### src/rtl/fib_pkg.sv
// Shared definitions for the Fibonacci producer monitor: default sizes,
// checker FSM states and first-failure cause codes.
package fib_pkg;

    localparam int WIDTH_DEF = 11;
    localparam int LIMIT_DEF = 21;
    localparam int CNT_W_DEF = 16;

    // Checker FSM states. The encoding is visible on dbg_state.
    typedef enum logic [1:0] {
        SYNC  = 2'd0,
        TRACK = 2'd1,
        FAIL  = 2'd2
    } mon_state_e;

    // First-failure cause codes reported on err_code.
    localparam logic [2:0] ERR_NONE = 3'd0;
    localparam logic [2:0] ERR_IDX  = 3'd1;
    localparam logic [2:0] ERR_PREV = 3'd2;
    localparam logic [2:0] ERR_CURR = 3'd3;
    localparam logic [2:0] ERR_HOLD = 3'd4;

endpackage

### src/rtl/fib_ref_model.sv
// Reference model of the Fibonacci producer: holds the expected index,
// previous term and current term, and advances them on adv_i exactly as the
// producer does. wrap_o flags the cycle whose edge restarts the sequence.
module fib_ref_model
    import fib_pkg::*;
#(
    parameter int WIDTH = WIDTH_DEF,
    parameter int LIMIT = LIMIT_DEF
) (
    input  logic             clk,
    input  logic             rst,
    input  logic             adv_i,
    output logic [WIDTH-1:0] exp_i_o,
    output logic [WIDTH-1:0] exp_n_o,
    output logic [WIDTH-1:0] exp_k_o,
    output logic             wrap_o
);

    logic [WIDTH-1:0] idx_q, idx_d;
    logic [WIDTH-1:0] prev_q, prev_d;
    logic [WIDTH-1:0] curr_q, curr_d;

    // Next expectation: restart at LIMIT, otherwise step the recurrence.
    // The term sum wraps modulo 2^WIDTH; overflow is part of the contract.
    always_comb begin
        wrap_o = adv_i && (idx_q == WIDTH'(LIMIT));
        idx_d  = idx_q;
        prev_d = prev_q;
        curr_d = curr_q;
        if (wrap_o) begin
            idx_d  = '0;
            prev_d = '0;
            curr_d = WIDTH'(1);
        end else if (adv_i) begin
            idx_d  = idx_q + WIDTH'(1);
            prev_d = curr_q;
            curr_d = prev_q + curr_q;
        end
    end

    // Expectation registers, reset to the producer's reset state.
    always_ff @(posedge clk or negedge rst) begin
        if (!rst) begin
            idx_q  <= '0;
            prev_q <= '0;
            curr_q <= WIDTH'(1);
        end else begin
            idx_q  <= idx_d;
            prev_q <= prev_d;
            curr_q <= curr_d;
        end
    end

    assign exp_i_o = idx_q;
    assign exp_n_o = prev_q;
    assign exp_k_o = curr_q;

endmodule

### src/rtl/fib_seq_monitor.sv
// Passive monitor for the Fibonacci producer. Each cycle it compares the
// producer's i/n/k against the reference model's expectation, checks that
// outputs hold after a selector=0 cycle, and reports the first failure
// cause, a sticky error flag, saturating error/step counters and a wrap pulse.
// All outputs are registered: they reflect the sample of the previous edge.
module fib_seq_monitor
    import fib_pkg::*;
#(
    parameter int WIDTH = WIDTH_DEF,
    parameter int LIMIT = LIMIT_DEF,
    parameter int CNT_W = CNT_W_DEF
) (
    input  logic             clk,
    input  logic             rst,
    input  logic             selector,
    input  logic [WIDTH-1:0] i,
    input  logic [WIDTH-1:0] n,
    input  logic [WIDTH-1:0] k,
    output logic             err,
    output logic [2:0]       err_code,
    output logic [CNT_W-1:0] err_cnt,
    output logic [CNT_W-1:0] step_cnt,
    output logic             wrap_pulse,
    output logic [1:0]       dbg_state
);

    mon_state_e       state_q, state_d;
    logic [2:0]       err_code_q, err_code_d;
    logic [CNT_W-1:0] err_cnt_q, err_cnt_d;
    logic [CNT_W-1:0] step_cnt_q, step_cnt_d;
    logic             wrap_q;
    logic             sel_prev_q;
    logic [WIDTH-1:0] i_prev_q, n_prev_q, k_prev_q;

    logic [WIDTH-1:0] exp_i, exp_n, exp_k;
    logic             model_wrap;
    logic             hold_mis, idx_mis, prev_mis, curr_mis, any_mis;
    logic [2:0]       cause;

    // The model advances on the observed selector in every state, so checking
    // carries on after the first failure.
    fib_ref_model #(
        .WIDTH (WIDTH),
        .LIMIT (LIMIT)
    ) u_ref (
        .clk     (clk),
        .rst     (rst),
        .adv_i   (selector),
        .exp_i_o (exp_i),
        .exp_n_o (exp_n),
        .exp_k_o (exp_k),
        .wrap_o  (model_wrap)
    );

    // Mismatch detection and cause priority: hold > index > prev > curr.
    // The hold check needs a real previous sample, so it is off in SYNC.
    always_comb begin
        hold_mis = (state_q != SYNC) && !sel_prev_q &&
                   ((i != i_prev_q) || (n != n_prev_q) || (k != k_prev_q));
        idx_mis  = (i != exp_i);
        prev_mis = (n != exp_n);
        curr_mis = (k != exp_k);
        any_mis  = hold_mis || idx_mis || prev_mis || curr_mis;
        cause    = ERR_NONE;
        if (hold_mis)      cause = ERR_HOLD;
        else if (idx_mis)  cause = ERR_IDX;
        else if (prev_mis) cause = ERR_PREV;
        else if (curr_mis) cause = ERR_CURR;
    end

    // FSM next state, frozen first cause and saturating counters.
    always_comb begin
        state_d    = state_q;
        err_code_d = err_code_q;
        err_cnt_d  = err_cnt_q;
        step_cnt_d = step_cnt_q;
        case (state_q)
            SYNC:    state_d = any_mis ? FAIL : TRACK;
            TRACK:   state_d = any_mis ? FAIL : TRACK;
            FAIL:    state_d = FAIL;
            default: state_d = FAIL;
        endcase
        if (state_q != FAIL && any_mis) err_code_d = cause;
        if (any_mis && !(&err_cnt_q))   err_cnt_d  = err_cnt_q + CNT_W'(1);
        if (selector && !(&step_cnt_q)) step_cnt_d = step_cnt_q + CNT_W'(1);
    end

    // Checker state and previous-sample registers.
    always_ff @(posedge clk or negedge rst) begin
        if (!rst) begin
            state_q    <= SYNC;
            err_code_q <= ERR_NONE;
            err_cnt_q  <= '0;
            step_cnt_q <= '0;
            wrap_q     <= 1'b0;
            sel_prev_q <= 1'b0;
            i_prev_q   <= '0;
            n_prev_q   <= '0;
            k_prev_q   <= '0;
        end else begin
            state_q    <= state_d;
            err_code_q <= err_code_d;
            err_cnt_q  <= err_cnt_d;
            step_cnt_q <= step_cnt_d;
            wrap_q     <= model_wrap;
            sel_prev_q <= selector;
            i_prev_q   <= i;
            n_prev_q   <= n;
            k_prev_q   <= k;
        end
    end

    assign err        = (state_q == FAIL);
    assign err_code   = err_code_q;
    assign err_cnt    = err_cnt_q;
    assign step_cnt   = step_cnt_q;
    assign wrap_pulse = wrap_q;
    assign dbg_state  = state_q;

endmodule

### config.mk
export PLATFORM = sky130hd
export DESIGN_NAME = fib_seq_monitor
export DESIGN_NICKNAME = d
export VERILOG_FILES = /design/src/rtl/fib_pkg.sv /design/src/rtl/fib_ref_model.sv /design/src/rtl/fib_seq_monitor.sv
export SDC_FILE = /design/constraint.sdc
export NUM_CORES = 1
export LEC_CHECK = 0
export ABC_CLOCK_PERIOD_IN_PS = 4100
export CORE_UTILIZATION = 59
export DETAILED_ROUTE_END_ITERATION = 7
export MAX_ROUTING_LAYER = met4
export PLACE_DENSITY = 0.85
export RECOVER_POWER = 100
export SETUP_SLACK_MARGIN = 0.3
export SLEW_MARGIN = 20
export SYNTH_ARGS = -nofsm -noshare
export SYNTH_HDL_FRONTEND = slang
export SYNTH_HIERARCHICAL = 1
export SYNTH_SLANG_ARGS = --single-unit
### constraint.sdc
create_clock -name clk -period 4.1 [get_ports clk]
set_input_delay 0.82 -clock clk [delete_from_list [all_inputs] [get_ports clk]]
set_output_delay 0.82 -clock clk [all_outputs]
set_load 0.01 [all_outputs]
### Word-level counts from Yosys, hierarchy flattened

Cells that the tools add are included.

* equality and inequality tests: 10
* add/subtract/negate cells: 4
* reduce and logical (&&, ||, !) cells: 20
* multiplexer cells: 12

Operator list (count)
* two-way mux 11 bit: 6
* != test 11 bit: 6
* adder 16 x 1 -> 16 bit (second input constant): 2
* AND reduction 16 bit: 2
* adder 11 x 1 -> 11 bit (second input constant): 1
* adder 11 bit: 1
* equality test 11 x 5 -> 1 bit (second input constant): 1
* two-way mux 2 bit: 5
* logical AND 1 bit: 6
* logical OR 1 bit: 5
* nonzero test 2 bit: 2
* zero test 1 bit: 3
* two-way mux 3 bit: 1
* equality test 2 x 1 -> 1 bit (second input constant): 1
* equality test 2 bit (second input constant): 1
* zero test 2 bit: 1
* != test 2 bit (second input constant): 1
* OR reduction 2 bit: 1

* word-level logic and storage cells: 58
* output and inout bits: 39
* flip-flop bits (word level): 105
* input bits: 36

### Longest topological paths before layout

Gate-level depths: netlist of run 1.

* depth in word-level cells: 9
* depth in mapped cells: 8
* mapped depth without buffers: 8

### Cells and area by module

The synthesis of run 1 kept the hierarchy.

Modules (own cells, without submodules)
* fib_seq_monitor: instances 1, cells an instance 293, sequential area each 1801.7 um^2, area each 3397.0 um^2
* fib_ref_model: instances 1, cells an instance 199, sequential area each 827.0 um^2, area each 1899.3 um^2

### Worst setup path before layout of run 1

Ideal clock, no wire load.

* path kind: in2reg
* start point: input port k[2]
* end point: register state_q[1], in the netlist dbg_state[1]
* library setup time: 139 ps
* arrival: 2396 ps
* path buffers: 0
* required time: 3961 ps
* setup slack: 1565 ps
* cell stages on the path: 6
* path through: xor2_1 > nor4_1 > nand4_1 > or3_1 > and3_4 > or4_4

* cells in the longest elaborated chain, start to end: 8
* elaborated cells between the ends (all ways): 9
* classes of those cells: 2 x eq/ne; 2 x mux; 5 x reduce/logical

Ends and longest elaborated chain
* start, declared: line fib_seq_monitor.sv:18 `input logic [WIDTH-1:0] k,`
* != test 11 bit: line fib_seq_monitor.sv:59 `((i != i_prev_q) || (n != n_prev_q) || (k != k_prev_q));`
* logical OR 1 bit: line fib_seq_monitor.sv:59
* logical AND 1 bit: line fib_seq_monitor.sv:58 `hold_mis = (state_q != SYNC) && !sel_prev_q &&`
* logical OR 1 bit (2 in a row): line fib_seq_monitor.sv:63 `any_mis = hold_mis || idx_mis || prev_mis || curr_mis;`
* logical OR 1 bit (*): line fib_seq_monitor.sv:63
* two-way mux 2 bit (*): line fib_seq_monitor.sv:78, fib_seq_monitor.sv:79
* two-way mux 2 bit (*)
* via state_d[1]: line fib_seq_monitor.sv:27 `mon_state_e state_q, state_d;`
* end signal, assigned: line fib_seq_monitor.sv:101 `state_q <= state_d;`
* end, declared: line fib_seq_monitor.sv:27

The timed path passes the listed nets; every way through them passes the cells marked *.
A chain may end at the register's enable or synchronous reset.

### Worst setup path in the final report of run 1

* start point: input port n[1]
* end point: register err_cnt_q[12], in the netlist err_cnt[12]

* cells in the longest elaborated chain, start to end: 8
* elaborated cells between the ends (all ways): 9
* classes of those cells: 2 x eq/ne; 7 x reduce/logical

Ends and longest elaborated chain
* start, declared: line fib_seq_monitor.sv:17 `input logic [WIDTH-1:0] n,`
* != test 11 bit: line fib_seq_monitor.sv:59
* logical OR 1 bit (2 in a row): line fib_seq_monitor.sv:59
* logical AND 1 bit: line fib_seq_monitor.sv:58
* logical OR 1 bit: line fib_seq_monitor.sv:63
* logical OR 1 bit (*) (2 in a row): line fib_seq_monitor.sv:63
* logical AND 1 bit (*): line fib_seq_monitor.sv:84 `if (any_mis && !(&err_cnt_q)) err_cnt_d = err_cnt_q + CNT_W'(1);`
* end signal, assigned: line fib_seq_monitor.sv:103 `err_cnt_q <= err_cnt_d;`
* end, declared: line fib_seq_monitor.sv:29 `logic [CNT_W-1:0] err_cnt_q, err_cnt_d;`

Mark *: on every way between the ends. The rest lies on a longest branch, timed or not.

==> impl_metrics.env, run 1 <==
export IMPL_status="complete, but fails checks"
export IMPL_violations="max-capacitance violations, max-slew violations"
export IMPL_grt_usage=0.277
export IMPL_layout_worst_path_cycle_share=0.844
export IMPL_nets=622
export IMPL_maxCapViolCount=1
export IMPL_syn_area_per_cell_um2=10.8
export IMPL_wl_mm=11.9
export IMPL_setup_viol=0
export IMPL_vias=3984
export IMPL_power_frac_seq=0.450
export IMPL_drc=0
export IMPL_antenna_cells=0
export IMPL_grt_pass1_vias=4018
export IMPL_synth_distinct_cells=49
export IMPL_routedWlPerCell_um=17.5
export IMPL_slowest_delay_ps=610
export IMPL_holdBufCountCts=0
export IMPL_synth_seq_area_share=0.496
export IMPL_path_delay_family="buffers and inverters"
export IMPL_cts_tree="built"
export IMPL_path_class="input port to flop"
export IMPL_power_switching_mw=1.18
export IMPL_arrival_ps=3710
export IMPL_rows=34
export IMPL_cts_htree_levels=3
export IMPL_root_buffer="clkbuf_8"
export IMPL_drtAntennaViolNets=0
export IMPL_hpwl_mm=9.02
export IMPL_switching_share=0.365
export IMPL_core_region_area_mm2=0.00872
export IMPL_skew_ps=11.8
export IMPL_setup_worst_path_end_class="flop"
export IMPL_synth_cell_area_mm2=0.00530
export IMPL_cp_max_fo=16
export IMPL_syn_num_nets=543
export IMPL_power_frac_comb=0.347
export IMPL_synthToLayoutAreaGrowth_pct=19.3
export IMPL_worst_pin_slew_ps=1520
export IMPL_ys_warn_count=6
export IMPL_fmax_mhz=289
export IMPL_numClockSinks=105
export IMPL_post_cts_resized=0
export IMPL_hold_slack_ps=497
export IMPL_clk_path_buf_depth=2
export IMPL_p_clk_frac=0.203
export IMPL_cp_slowest_cell="dlygate4sd3_1"
export IMPL_cp_required_ps=4350
export IMPL_antenna_found_initial=0
export IMPL_initial_core_util=0.607
export IMPL_fp_dieW_um=96.7
export IMPL_grt_max_degree=46
export IMPL_globalplace_congestion=0.921
export IMPL_syn_inst=492
export IMPL_max_vdd_ir_drop_mv=0.370
export IMPL_cts_setup_buffers=0
export IMPL_drtPass1Iterations=4
export IMPL_fin_crit_ps=3460
export IMPL_die_y_um=96.7
export IMPL_final_max_slew_viol_count=29
export IMPL_pwr_density_cell_mw_per_mm2=512
export IMPL_die_area_mm2=0.00936
export IMPL_slew_headroom=-0.0165
export IMPL_finalSetupTns_ps=0
export IMPL_port_buffers=74
export IMPL_ios=75
export IMPL_clock_latency_ps=370
export IMPL_p_int_mw=2.06
export IMPL_via_per_inst=5.82
export IMPL_p_leak_nw=2.77
export IMPL_finalHoldViolations=0
export IMPL_grt_pass1_wl_mm=20.0
export IMPL_drive_gt1_frac=0.0538
export IMPL_hold_class="flop to flop"
export IMPL_clk_pin_slew_ps=100
export IMPL_grt_ovfl_total=0
export IMPL_drtIter0Drc=152
export IMPL_fillers=603
export IMPL_synth_seq_cells=105
export IMPL_rsz0062_at_grt="no"
export IMPL_cp_cell_sequence="dlygate4sd3_1 > xor2_1 > nor4_1 > nand3_1 > nor3b_1 > clkbuf_1 > a2111oi_0 > mux2_1"
export IMPL_cp_start_kind="input port"
export IMPL_cts_buffers=9
export IMPL_critPathBufInv=2
## kinds of logic (layout without fill, tap and decap cells)
logic type               Yosys count  after routing  share of synthesized area
AND/OR/NAND/NOR                  145            145                      0.147
AO/OA/AOI/OAI                     67             67                     0.0907
XOR/XNOR                         110            110                      0.182
buffers and inverters             44            128                     0.0352
flip-flops                       105            105                      0.496
multiplexers                       6              6                     0.0123
adder cells (fa/ha/maj)           15             15                     0.0369
## path summary, 6_finish.rpt
path	to	depth (start not counted)	slack [ps]	startpoint
max	err_cnt[12]	8	640	n[1]
min in group asynchronous	n_prev_q[2]	1	800	rst
max reg2reg	err_cnt[12]	7	1270	u_ref/exp_n_o[1]
min reg2reg	step_cnt[15]	1	500	step_cnt[15]
min	step_cnt[15]	1	500	step_cnt[15]
max in group asynchronous	err_cnt[11]	2	1600	rst
## sequential cells by signal (all words and copies together) (netlist names), 2 cells and up
signal / flops
u_ref/exp_k_o: 11
u_ref/exp_n_o: 11
step_cnt: 16
u_ref/exp_i_o: 11
err_cnt: 16
k_prev_q: 11
err_code: 3
n_prev_q: 11
dbg_state: 2
i_prev_q: 11
## power by group through the flow
| stage | registers [mW] | clock network [mW] | logic [mW] |
|---|---|---|---|
| floorplan | 1.41 | 0 | 0.821 |
| global placement | 1.46 | 0 | 1.07 |
| detailed placement | 1.47 | 0 | 1.13 |
| CTS | 1.45 | 0.662 | 1.14 |
| global route | 1.48 | 0.711 | 1.25 |
| finish | 1.46 | 0.657 | 1.12 |
## routing by layer
| metal | wire (um) | share of wire | GRT usage | vias to the layer above |
|---|---|---|---|---|
| li1 | - | - | - | 1876 |
| met1 | 5300 | 0.44 | 0.374 | 1971 |
| met2 | 5890 | 0.49 | 0.434 | 118 |
| met3 | 584 | 0.049 | 0.0426 | 19 |
| met4 | 181 | 0.015 | 0.0850 | 0 |
| met5 | 0 | 0 | - | - |
## synthesized netlist by cell type, drive strengths merged
cell type  number  area (um^2)
a2111oi         6         52.6
a211oi         10         80.1
a21bo           1         10.0
a21o            6         46.3
a21oi          12         63.8
a311oi          1         15.0
and2            4         25.0
and3            8         55.1
and4            5         43.8
buf             8         51.3
clkbuf          4         15.0
dfrtp         104         2600
dfstp           1         26.3
fa              1         20.0
ha             14          175
inv            32          120
mux2            4         45.0
mux2i           2         20.0
nand2          30          113
nand2b          5         31.3
nand3          17         85.1
nand3b          2         15.0
nand4          16          100
nor2           24         90.1
nor2b           5         31.3
nor3            8         40.0
nor3b           2         20.0
nor4           15         93.8
nor4bb          1         10.0
o2111a          1         11.3
o21ai           6         30.0
o21ba           1         10.0
o21bai          2         15.0
o22ai          19          125
o31a            1         8.76
o31ai           1         12.5
or3             2         12.5
or4             1         11.3
xnor2          34          298
xor2           76          666
## per-stage QoR
| step | util | power (mW) | std cells | setup slack [ps] | instance area, um^2 |
|---|---|---|---|---|---|
| floorplan | - | 2.23 | 492 | 1560 | 5300 |
| global placement | 0.705 | 2.53 | 668 | 771 | 6150 |
| detailed placement | 0.705 | 2.60 | 668 | 734 | 6150 |
| CTS | 0.728 | 3.25 | 684 | 1140 | 6350 |
| global route | 0.724 | 3.44 | 684 | 564 | 6320 |
| finish | 0.724 | 3.24 | 684 | 641 | 6320 |
## final cells by class
type	count	area [um^2]	share of cell area
Clock buffer	9	124	0.0196
Clock inverter	7	76.3	0.0121
Inverter	32	120	0.0190
Multi-Input combinational cell	343	2460	0.390
Sequential cell	105	2630	0.416
Tap cell	108	135	0.0214
Timing Repair Buffer	80	767	0.121
## cells in the final DEF (no fill, tap or decap), types with 2 or more instances in the layout
master         instances
nand2_1               30
buf_4                  2
mux2i_1                2
nor2_1                24
clkbuf_1               3
a21o_1                 5
o21ai_0                6
nor2b_1                5
dlygate4sd3_1         73
nor4_1                15
and2_1                 4
dfrtp_1              104
and3_1                 8
a211oi_1               9
clkbuf_2               2
and4_1                 5
a2111oi_0              6
nand2b_1               5
or3_1                  2
a21oi_1               12
clkinvlp_4             2
xor2_1                76
nand4_1               16
o21bai_1               2
nor3_1                 8
nor3b_1                2
inv_6                  2
nand3b_1               2
nand3_1               17
clkbuf_8               9
inv_1                 32
mux2_2                 2
o22ai_1               18
xnor2_1               34
ha_1                  14
mux2_1                 2
Note: power is estimated with default switching activity, not from simulation.
==> run 2, diff against run 1 <==
ABC_CLOCK_PERIOD_IN_PS = 3000   (was 4100)
CORE_UTILIZATION = 50   (was 59)
PLACE_DENSITY = 0.77   (was 0.85)
clock period = 3 ns   (was 4.1 ns; I/O delays follow)
==> impl_metrics.env, run 2 (synthesized netlist as in run 1, its figures left out) <==
export IMPL_clock_latency_ps=370
export IMPL_synthToLayoutAreaGrowth_pct=22.9
export IMPL_fp_dieW_um=105
export IMPL_worst_pin_slew_ps=1250
export IMPL_drtPass1Iterations=4
export IMPL_numClockSinks=105
export IMPL_arrival_ps=3020
export IMPL_power_mw=4.36
export IMPL_path_delay_family="simple AND/OR/NAND/NOR gates"
export IMPL_core_region_area_mm2=0.0103
export IMPL_rows=37
export IMPL_clk_path_buf_depth=2
export IMPL_slew_headroom=0.168
export IMPL_maxCapViolCount=0
export IMPL_finalHoldViolations=0
export IMPL_r2r_end="dbg_state[1]"
export IMPL_fillers=853
export IMPL_p_leak_nw=2.88
export IMPL_setup_worst_path_end_class="flop"
export IMPL_drc=0
export IMPL_r2r_start="k_prev_q[4]"
export IMPL_via_per_inst=5.43
export IMPL_die_y_um=105
export IMPL_layout_worst_path_cycle_share=0.927
export IMPL_wl_mm=11.7
export IMPL_path_class="input port to flop"
export IMPL_grtUsageMet2=0.378
export IMPL_antenna_found_initial=1
export IMPL_max_vdd_ir_drop_mv=0.349
export IMPL_slowest_delay_ps=570
export IMPL_final_cell_mix="dfrtp_1, xor2_1, dlygate4sd3_1, xnor2_1, inv_1"
export IMPL_cp_required_ps=3240
export IMPL_nets=642
export IMPL_cts_tree="built"
export IMPL_hold_class="input port to async pin"
export IMPL_dp_cells=716
export IMPL_register_area_mm2=0.00263
export IMPL_critPathBufInv=2
export IMPL_drive_gt1_frac=0.0856
export IMPL_multiInputGateArea_mm2=0.00248
export IMPL_vias=3980
export IMPL_grt_max_degree=49
export IMPL_grt_usage=0.239
export IMPL_die_area_mm2=0.0110
export IMPL_worst_r2r_cell_count=7
export IMPL_cts_buffers=9
export IMPL_grt_busiest_layer="met2"
export IMPL_initial_core_util=0.515
export IMPL_fin_util=0.633
export IMPL_fin_cells=733
export IMPL_pwr_density_cell_mw_per_mm2=670
export IMPL_clk_pin_slew_ps=100
export IMPL_grt_pass1_vias=3960
export IMPL_cp_cell_sequence="dlygate4sd3_1 > xor2_1 > nor4_1 > buf_4 > nand4_1 > or3_1 > and3_1 > or4_4"
export IMPL_status="finished clean"
export IMPL_port_buffers=74
export IMPL_rsz0062_at_grt="yes"
export IMPL_setup_viol=0
export IMPL_fin_crit_ps=2780
export IMPL_grt_ovfl_total=0
export IMPL_met1_usage=0.314
export IMPL_drtAntennaViolNets=0
export IMPL_cts_htree_levels=3
export IMPL_skew_ps=8.46
export IMPL_cp_start_kind="input port"
export IMPL_final_common_cell="dfrtp_1"
export IMPL_ios=75
export IMPL_cp_startpoint="k[0]"
export IMPL_crit_cells=8
export IMPL_grt_pass1_wl_mm=19.8
export IMPL_hpwl_mm=8.74
export IMPL_hold_slack_ps=472
export IMPL_cp_max_fo=2
export IMPL_drtIter0Drc=237
export IMPL_routedWlPerCell_um=16.0
export IMPL_fmax_mhz=360
export IMPL_cp_endpoint="dbg_state[1]"
export IMPL_cp_slowest_cell="dlygate4sd3_1"
export IMPL_globalplace_congestion=0.876
export IMPL_grtUsageMet3=0.0437
export IMPL_root_buffer="clkbuf_8"
export IMPL_rrSetupSlack_ps=640
export IMPL_final_max_slew_viol_count=0
run 2: cell count changes in the layout (fill, tap and decap cells not counted), sizes merged:
cell / delta
buf: +19
bufinv: -1
clkbuf: +6
clkinvlp: -2
diode: +1
inv: -2
run 2: timing repair:
item	CTS	global route
endpoints found under the setup margin	1	3
hold buffers	0	0
setup buffers	0	0
pin swaps	0	0
endpoints found under the hold margin	0	0
resized for setup	1	3
run 2: area by class of cell:
type / count / share of cell area
Sequential cell: 105 / 0.404
Multi-Input combinational cell: 343 / 0.381
Timing Repair Buffer: 100 / 0.141
Clock buffer: 14 / 0.0281
Tap cell: 136 / 0.0261
Inverter: 32 / 0.0185
Clock inverter: 2 / 0.00154
Antenna cell: 1 / 0.000384
run 2: worst min-delay path by stage:
stage	start	slack, ps	to
final	rst	470	err_cnt[9]
after global routing	step_cnt[9]	510	step_cnt[9]
after CTS	rst	120	err_code[2]
after detailed placement	step_cnt[9]	480	step_cnt[9]
after global placement	step_cnt[9]	480	step_cnt[9]
after floorplan	rst	300	dbg_state[0]
run 2: per-stage QoR:
stage	TNS, ps	worst slack [ps]	area [um^2]
2_1_floorplan	0	685	5300
3_3_place_gp	-30.3	-30.3	6350
3_5_place_dp	-225	-101	6350
4_1_cts	0	322	6550
5_1_grt	0	146	6510
6_report	0	220	6510
run 2: metal layers:
metal,vias up,part of all wire
met5,-,0
met4,0,0.016
met3,16,0.046
met2,97,0.50
met1,1956,0.44
li1,1911,-
run 2: worst reg2reg max path, cell delays in order (launching register included):
cell	delay, ps
dfrtp_1	410
xor2_2	200
nor4_1	270
buf_4	160
nand4_1	80
or3_1	400
and3_1	220
or4_4	500
run 2: power by group:
part           internal (mW)  switching [mW]  total, mW  leakage [nW]
Clock                  0.392           0.472      0.863         0.102
Combinational          0.763           0.760       1.52          1.51
Sequential              1.66           0.314       1.97          1.26
Total                   2.81            1.55       4.36          2.88
==> run 3, diff against run 2 <==
PLACE_DENSITY = 0.81   (was 0.77)
==> impl_metrics.env, run 3 (synthesized netlist as in run 1, its figures left out) <==
export IMPL_status="complete, but fails checks"
export IMPL_violations="max-capacitance violations, max-slew violations"
export IMPL_maxCapViolCount=1
export IMPL_hold_class="input port to flop"
export IMPL_clock_latency_ps=380
export IMPL_grt_max_degree=47
export IMPL_slowest_delay_ps=590
export IMPL_port_buffers=74
export IMPL_antenna_found_initial=1
export IMPL_rsz0062_at_grt="no"
export IMPL_cp_slowest_cell="dlygate4sd3_1"
export IMPL_place_area_mm2=0.00632
export IMPL_initial_core_util=0.515
export IMPL_power_switching_mw=1.57
export IMPL_cts_buffers=9
export IMPL_place_ws_ps=-62.6
export IMPL_p_clk_frac=0.219
export IMPL_cp_cell_sequence="dlygate4sd3_1 > xor2_1 > nor4_1 > nand4_1 > or3_1 > and3_1 > or4_4"
export IMPL_critPathBufInv=1
export IMPL_drc=0
export IMPL_root_buffer="clkbuf_8"
export IMPL_routedWlPerCell_um=16.2
export IMPL_fin_util=0.639
export IMPL_slew_headroom=-0.321
export IMPL_wl_mm=11.9
export IMPL_final_max_slew_viol_count=37
export IMPL_cp_max_fo=2
export IMPL_setup_viol=0
export IMPL_grt_pass1_wl_mm=19.4
export IMPL_cts_htree_levels=3
export IMPL_switching_share=0.348
export IMPL_hpwl_mm=8.83
export IMPL_clk_path_buf_depth=2
export IMPL_final_cell_mix="dfrtp_1, xor2_1, dlygate4sd3_1, xnor2_1, inv_1"
export IMPL_path_delay_family="simple AND/OR/NAND/NOR gates"
export IMPL_nets=641
export IMPL_pwr_density_cell_mw_per_mm2=686
export IMPL_p_int_mw=2.94
export IMPL_ios=75
export IMPL_stdcell_area_mm2=0.00657
export IMPL_vias=4033
export IMPL_grt_ovfl_total=0
export IMPL_path_class="input port to flop"
export IMPL_final_setup_worst_slack_ps=237
export IMPL_cp_start_kind="input port"
export IMPL_final_common_cell="dfrtp_1"
export IMPL_drtIter0Drc=218
export IMPL_clk_pin_slew_ps=100
export IMPL_layout_worst_path_cycle_share=0.921
export IMPL_rrSetupSlack_ps=660
export IMPL_synthToLayoutAreaGrowth_pct=24.0
export IMPL_fmax_mhz=362
export IMPL_drtAntennaViolNets=0
export IMPL_via_per_inst=5.51
export IMPL_grt_usage=0.232
export IMPL_fillers=800
export IMPL_cp_required_ps=3260
export IMPL_die_area_mm2=0.0110
export IMPL_hold_slack_ps=435
export IMPL_numClockSinks=105
export IMPL_p_leak_nw=2.88
export IMPL_drive_gt1_frac=0.0924
export IMPL_drtPass1Iterations=5
export IMPL_arrival_ps=3020
export IMPL_globalplace_congestion=0.827
export IMPL_worst_pin_slew_ps=1980
export IMPL_core_region_area_mm2=0.0103
export IMPL_skew_ps=13.2
export IMPL_fin_crit_ps=2760
export IMPL_max_vdd_ir_drop_mv=0.351
export IMPL_rows=37
export IMPL_cts_tree="built"
export IMPL_setup_worst_path_end_class="flop"
export IMPL_die_y_um=105
export IMPL_power_frac_seq=0.442
export IMPL_grt_pass1_vias=3907
export IMPL_finalHoldViolations=0
export IMPL_fp_dieW_um=105
export IMPL_power_frac_comb=0.338
-- run 3: layer usage --
layer / routed length [um] / vias to the layer above / track usage
met2: 5950 / 115 / 0.374
met4: 244 / 0 / 0.0755
met5: 0 / - / -
li1: - / 1897 / -
met3: 411 / 24 / 0.0393
met1: 5250 / 1997 / 0.300
-- run 3: what timing repair did --
| item | 4_1_cts | 5_1_grt |
|---|---|---|
| hold endpoints to repair | 0 | 0 |
| hold buffers | 0 | 0 |
| resized for setup | 0 | 7 |
| setup endpoints to repair | 0 | 3 |
| buffers inserted | 0 | 3 |
-- run 3: worst paths after layout --
path / start / end / depth (start not counted)
min in group asynchronous: rst / err_code[0] / 1
worst max register to register: u_ref/exp_n_o[1] / err_cnt[1] / 8
worst max-delay path: i[6] / dbg_state[1] / 7
worst min register to register: err_cnt[15] / err_cnt[15] / 1
max in group asynchronous: rst / u_ref/exp_i_o[6] / 2
worst min-delay path: i[0] / i_prev_q[0] / 1
-- run 3: metrics by stage --
step / total power, mW / std cells / setup TNS, ps
after floorplan: 3.05 / 492 / 0
after global placement: 3.48 / 712 / -197
after detailed placement: 3.55 / 712 / -142
after CTS: 4.54 / 728 / 0
after global routing: 4.78 / 732 / 0
final: 4.50 / 732 / 0
-- run 3: power groups by stage --
stage / combinational [mW] / clock [mW] / sequential (mW)
global route: 1.69 / 1.06 / 2.02
finish: 1.52 / 0.989 / 1.99
global placement: 1.47 / 0 / 2.00
CTS: 1.55 / 1.00 / 1.99
detailed placement: 1.54 / 0 / 2.02
floorplan: 1.12 / 0 / 1.93
-- run 3: worst reg2reg max path: stages, from the launching register on --
cell     delay [ps]
dfrtp_1         460
xor2_1          180
nor4_1          380
buf_4           180
nand3_1         120
nor3b_2         200
buf_4           230
a21oi_1         130
mux2_1          330
-- run 3: area by class of cell --
| type | instances | area, um^2 | share of cell area |
|---|---|---|---|
| clock buffers | 11 | 151 | 0.0231 |
| repair buffers | 99 | 917 | 0.140 |
| flip-flops and latches | 105 | 2630 | 0.400 |
| inverters | 32 | 120 | 0.0183 |
| well taps | 136 | 170 | 0.0259 |
| clock inverters | 5 | 77.6 | 0.0118 |
| diodes | 1 | 2.50 | 0.000381 |
| multi-input cells | 343 | 2500 | 0.380 |
